## src/rtl/awgn_pkg.sv

```systemverilog
// Shared sizing constants and FSM state type for the AWGN u0 front end.
package awgn_pkg;

    // Sample width, matching shifteru0
    localparam int AWGN_W     = 48;
    // Exponent width; 2**AWGN_EW must exceed AWGN_W
    localparam int AWGN_EW    = 6;
    // Default number of bits examined per scan cycle
    localparam int AWGN_CHUNK = 8;

    typedef enum logic [1:0] {
        IDLE  = 2'd0,
        SCAN  = 2'd1,
        SHIFT = 2'd2,
        DONE  = 2'd3
    } state_t;

endpackage

```

## src/rtl/shifteru0.sv

```systemverilog
// Left shifter used to strip the leading one from the uniform sample u0.
// Shifting by the full width yields zero.
module shifteru0 #(
    parameter int W  = 48,
    parameter int EW = 6
) (
    input  logic [W-1:0]  u0,
    input  logic [EW-1:0] exp_e,
    output logic [W-1:0]  x_e
);

    // Logical shift; amounts >= W flush the word to zero
    always_comb begin
        x_e = u0 << exp_e;
    end

endmodule

```

## src/rtl/u0_chunk_lzc.sv

```systemverilog
// Combinational leading-zero count of one CHUNK-bit slice of u0.
// lz equals CHUNK when the slice is all-zero; nz flags a set bit.
module u0_chunk_lzc #(
    parameter int CHUNK = 8,
    parameter int LZW   = $clog2(CHUNK + 1)
) (
    input  logic [CHUNK-1:0] chunk,
    output logic [LZW-1:0]   lz,
    output logic             nz
);

    // Scan LSB to MSB so the highest set bit wins the last assignment
    always_comb begin
        lz = LZW'(CHUNK);
        nz = |chunk;
        for (int i = 0; i < CHUNK; i++) begin
            if (chunk[i]) begin
                lz = LZW'(CHUNK - 1 - i);
            end
        end
    end

endmodule

```

## src/rtl/u0_norm_seq.sv

```systemverilog
// Normalising sequencer for u0: finds the leading-zero count with an
// MSB-first chunk scan, then shifts the leading one out via shifteru0.
// Result {x_e, exp_e, u0_zero} is held until downstream accepts it.
module u0_norm_seq
    import awgn_pkg::*;
#(
    parameter int W     = AWGN_W,
    parameter int CHUNK = AWGN_CHUNK,
    parameter int EW    = AWGN_EW
) (
    input  logic          clk,
    input  logic          rst,
    input  logic          u0_valid,
    output logic          u0_ready,
    input  logic [W-1:0]  u0,
    output logic          x_valid,
    input  logic          x_ready,
    output logic [W-1:0]  x_e,
    output logic [EW-1:0] exp_e,
    output logic          u0_zero,
    output logic          busy
);

    localparam int NCH = W / CHUNK;
    localparam int KW  = (NCH > 1) ? $clog2(NCH) : 1;
    localparam int LZW = $clog2(CHUNK + 1);

    state_t             state;
    logic [W-1:0]       u0_held;
    logic [KW-1:0]      k;
    logic [CHUNK-1:0]   chunk;
    logic [LZW-1:0]     chunk_lz;
    logic               chunk_nz;
    logic               last_chunk;
    logic [W-1:0]       shift_out;

    // Exponent for a hit in chunk kk: bits skipped so far plus the in-chunk
    // zeros, plus one more so the shift also drops the leading one.
    function automatic logic [EW-1:0] exp_from_chunk(input logic [KW-1:0]  kk,
                                                     input logic [LZW-1:0] lz);
        return EW'(int'(kk) * CHUNK + int'(lz) + 1);
    endfunction

    // Select chunk k of the held sample, MSB-first
    always_comb begin
        chunk = '0;
        for (int i = 0; i < NCH; i++) begin
            if (k == KW'(i)) begin
                chunk = u0_held[W-1-i*CHUNK -: CHUNK];
            end
        end
    end

    assign last_chunk = (k == KW'(NCH - 1));
    assign u0_ready   = (state == IDLE);
    assign busy       = (state != IDLE);

    u0_chunk_lzc #(
        .CHUNK (CHUNK),
        .LZW   (LZW)
    ) u_lzc (
        .chunk (chunk),
        .lz    (chunk_lz),
        .nz    (chunk_nz)
    );

    shifteru0 #(
        .W  (W),
        .EW (EW)
    ) u_shift (
        .u0    (u0_held),
        .exp_e (exp_e),
        .x_e   (shift_out)
    );

    // Sequencer: capture, scan, shift, then hold the result until taken
    always_ff @(posedge clk) begin
        if (rst) begin
            state   <= IDLE;
            u0_held <= '0;
            k       <= '0;
            exp_e   <= '0;
            x_e     <= '0;
            u0_zero <= 1'b0;
            x_valid <= 1'b0;
        end else begin
            case (state)
                IDLE: begin
                    if (u0_valid) begin
                        u0_held <= u0;
                        k       <= '0;
                        state   <= SCAN;
                    end
                end
                SCAN: begin
                    if (chunk_nz) begin
                        exp_e   <= exp_from_chunk(k, chunk_lz);
                        u0_zero <= 1'b0;
                        state   <= SHIFT;
                    end else if (last_chunk) begin
                        exp_e   <= EW'(W);
                        u0_zero <= 1'b1;
                        state   <= SHIFT;
                    end else begin
                        k <= k + 1'b1;
                    end
                end
                SHIFT: begin
                    x_e     <= shift_out;
                    x_valid <= 1'b1;
                    state   <= DONE;
                end
                DONE: begin
                    if (x_ready) begin
                        x_valid <= 1'b0;
                        state   <= IDLE;
                    end
                end
                default: begin
                    state <= IDLE;
                end
            endcase
        end
    end

endmodule
```

## config.mk

```make
export PLATFORM = sky130hd
export DESIGN_NAME = u0_norm_seq
export DESIGN_NICKNAME = d
export VERILOG_FILES = /design/src/rtl/awgn_pkg.sv /design/src/rtl/shifteru0.sv /design/src/rtl/u0_chunk_lzc.sv /design/src/rtl/u0_norm_seq.sv
export SDC_FILE = /design/constraint.sdc
export NUM_CORES = 1
export LEC_CHECK = 0
export CORE_UTILIZATION = 60
export CTS_CLUSTER_DIAMETER = 200
export DETAILED_ROUTE_END_ITERATION = 7
export GPL_ROUTABILITY_DRIVEN = 0
export GPL_TIMING_DRIVEN = 0
export PLACE_DENSITY = 0.92
export RECOVER_POWER = 50
export SYNTH_ARGS = -nofsm -noshare
export SYNTH_HDL_FRONTEND = slang
export SYNTH_SLANG_ARGS = --single-unit
```

## constraint.sdc

```tcl
create_clock -name clk -period 9.15 [get_ports clk]
set_input_delay 0.915 -clock clk [delete_from_list [all_inputs] [get_ports clk]]
set_output_delay 0.915 -clock clk [all_outputs]
set_load 0.03 [all_outputs]
```

==> summary.md <==
| Metric | Value |
|---|---|
| Final Hold Viols | `0` |
| Multi-input logic area | `4690 µm²` |
| Top FF cell, synth | `dfxtp_1` |
| Register area share after synthesis | `29.8%` |
| DR vias | `7737` |
| I/O Pins | `110` |
| WL/cell | `21.9 µm` |
| Maximum buffer depth of the clock tree | `2` |
| Maximum clock frequency | `0.242 GHz` |
| Area Growth Syn to Fin | `21.2%` |
| Violated checks | `DRC` |
| Crit Path Max Fanout | `10` |
| Slowest cell delay on critical path | `0.67 ns` |
| Yosys warns | `0` |
| Pin count of the biggest net entering global routing | `19` |
| P_int | `1.42 mW` |
| Arrival @ worst endpoint | `4.35 ns` |
| Most common cell after layout, fill and taps aside | `nand2_1` |
| FF-to-FF Start | `k[2]` |
| CP startpoint | `k[2]` |
| Post-cts resize count | `0` |
| Number of global-route vias before repair | `7277` |
| Place WS | `5.42 ns` |
| Leakage | `3.30 nW` |
| Layout cells sized above 1 | `13.6%` |
| Final Setup Violations | `0` |
| # DRC | `2` |
| Startpoint type of the worst setup path | `flop` |
| RSZ-0062 raised after global routing | `no` |
| Final worst slack | `5.03 ns` |
| Antenna cells | `0` |
| Logic pwr share | `61.8%` |
| CTS root buf | `clkbuf_16` |
| Hold Path Origin | `x_e[39]` |
| WL final | `24.2 mm` |
| Part of the power in the clock network | `14.0%` |
| Netlist cell types | `63` |
| Seq pwr share | `24.3%` |
| EDFF count, synth | `0` |
| CP top delay family | `compound AO/OA/AOI/OAI gates` |
| Filler Cell Count | `798` |
| Commonest cells after routing, fill and taps aside | `166 x nand2_1, 109 x dfxtp_1, 74 x a21oi_1, 57 x nor2_1, 55 x dlygate4sd3_1` |
| Std cell rows | `39` |
| Synth Area per Inst | `8.74 µm²` |
| Core Footprint | `11700 µm²` |
| Initial antenna violation count | `0` |
| Top post-synthesis cells by area | `dfxtp_1 30%, mux4_2 16%, nand2_1 8.5%` |
| Post-route cell area | `8880 µm²` |
| Crit-path cells | `buf_2 > inv_1 > ha_1 > buf_2 > nand2_1 > nand2_1 > o21ai_1 > nand4b_2 > or2_1 > buf_4 > inv_4 > ha_1 > inv_1 > o41ai_1 > a2111oi_0 > nor2_1` |
| Nets | `1020` |
| Final core occ | `76.1%` |
| Register Area | `2180 µm²` |
| Seq cells post-synth | `109` |
| Hold/Removal Path Class | `flop to flop` |
| Req. time, crit path | `9.37 ns` |
| GRT Total Usage | `40.2%` |
| Max_cap viols | `0` |
| Kind of critical path | `flop to flop` |
| Switch share | `48.7%` |
| Yosys top cell by area | `dfxtp_1` |
| Detailed Place HPWL | `17.7 mm` |
| Setup Fix Bufs, Post-CTS | `0` |
| Clk_skew | `0.00718 ns` |
| H-tree depth | `3` |
| Crit-path slowest cell | `a2111oi_0` |
| Reg clk slew, reported paths | `0.07 ns` |
| Syn nets | `901` |
| Initial DRT Pass Iterations | `8` |
| Sw Pwr | `1.35 mW` |
| Die area | `12600 µm²` |
| Worst-Margin Slew | `0.889 ns` |
| Post-synth top area share | `29.8%` |
| First-pass GRT wire length | `39.2 mm` |
| Number of CTS-inserted buffers | `9` |
| Max-slew headroom | `39.1%` |
| CP endpoint kind | `flop` |
| Vias per cell | `7.00` |
| Die span in x | `112 µm` |
| Iteration-0 DRC Markers | `1583` |
| CTS tree | `yes` |
| Initial core utilization | `62.8%` |
| Hold-fix buffers, CTS | `0` |
| Post-layout minimum cycle time | `4.12 ns` |
| Final period util | `45.1%` |
| Mapped Cells | `838` |
| Die height | `112 µm` |
| Port bufs | `108` |
| GRT Residual Overflow | `0` |
| Clk_lat worst skew | `0.36 ns` |
| Final Max Slew Viols | `0` |
| Post-DP Area | `8580 µm²` |
| Max VDD drop | `128 µV` |
| CTS sink count | `109` |
| Mapped Area | `7320 µm²` |
| Crit path buf inv count | `6` |
| Final ANT Viol Nets | `0` |
| Setup TNS | `0 ns` |
| Flop-to-flop setup slack | `5.03 ns` |
| FFs w/ async S/R, synth | `0%` |
| PwrDens | `312 nW/µm²` |
| Total power | `2.77 mW` |
| Status | `finished with violations` |
## state kept, by name (all words and copies together) (netlist names)
name,flops
x_e,48
state,2
u0_zero,1
exp_e,6
x_valid,1
u0_held,48
k,3
## per-stage QoR
step	hold slack [ns]	cells
global route	0.498	1105
CTS	0.487	1105
floorplan	0.447	838
finish	0.479	1105
global placement	0.467	1089
detailed placement	0.470	1089
## routing by layer
layer	part of all wire, %	global-route usage [%]
met1	35	49.8
met2	45	63.6
met3	13	10.7
met4	7.6	23.5
met5	0	0
## final timing paths
check | end | cells past startpoint
worst min-delay path | x_e[39] | 1
worst max-delay path | exp_e[5] | 16
worst min register to register | x_e[39] | 1
worst max register to register | exp_e[5] | 16
## synthesized netlist by cell type, drive strengths merged, types with 3 or more instances
master	number
nand2	166
dfxtp	109
a21oi	74
nor2	59
mux4	51
clkbuf	40
mux2i	39
o21ai	38
buf	37
a22oi	23
inv	21
mux2	20
nand3b	14
o221ai	13
nor3	12
ha	11
a211oi	10
o211a	10
nand3	9
nand2b	7
o22ai	7
a31oi	6
nor2b	6
o211ai	6
nor3b	5
a41oi	4
and2	4
o31a	4
a32oi	3
or2	3
## worst register-to-register path, stage by stage, from the launching register on
cell and delay [ns]:
dfxtp_1 0.32, buf_2 0.25, inv_1 0.22, ha_1 0.32, buf_2 0.20, nand2_1 0.09, nand2_1 0.07, o21ai_1 0.52
nand4b_2 0.27, or2_1 0.28, buf_4 0.17, inv_4 0.07, ha_1 0.26, inv_1 0.07, o41ai_1 0.12, a2111oi_0 0.67
nor2_1 0.09
## kinds of logic (layout without fill, tap and decap cells)
family | count (synthesis) | in the layout | share of synthesized area (%)
DFF | 109 | 109 | 29.8
adders and majority gates | 11 | 11 | 1.88
AOI/OAI and AO/OA | 218 | 218 | 20.3
and+or+nand+nor | 289 | 289 | 17.5
xor gates and xnor gates | 2 | 2 | 0.239
buffers and inverters | 99 | 223 | 6.14
muxes | 110 | 110 | 24.1
## power by group through the flow
stage	Clock, mW	Sequential, mW	Combinational [mW]
5_1_grt	0.407	0.675	1.81
2_1_floorplan	0	0.725	1.10
4_1_cts	0.384	0.663	1.65
3_3_place_gp	0	0.668	1.59
3_5_place_dp	0	0.673	1.63
6_report	0.387	0.672	1.71
## layout make-up
type / instances / share of cell area, %
multi-input combinational: 630 / 52.8
sequential: 109 / 24.6
timing repair buffer: 108 / 12.2
buffer: 77 / 4.10
clock buffer: 11 / 2.85
tap: 143 / 2.02
inverter: 22 / 0.959
clock inverter: 5 / 0.479
Note: power is estimated with default switching activity, not from simulation.
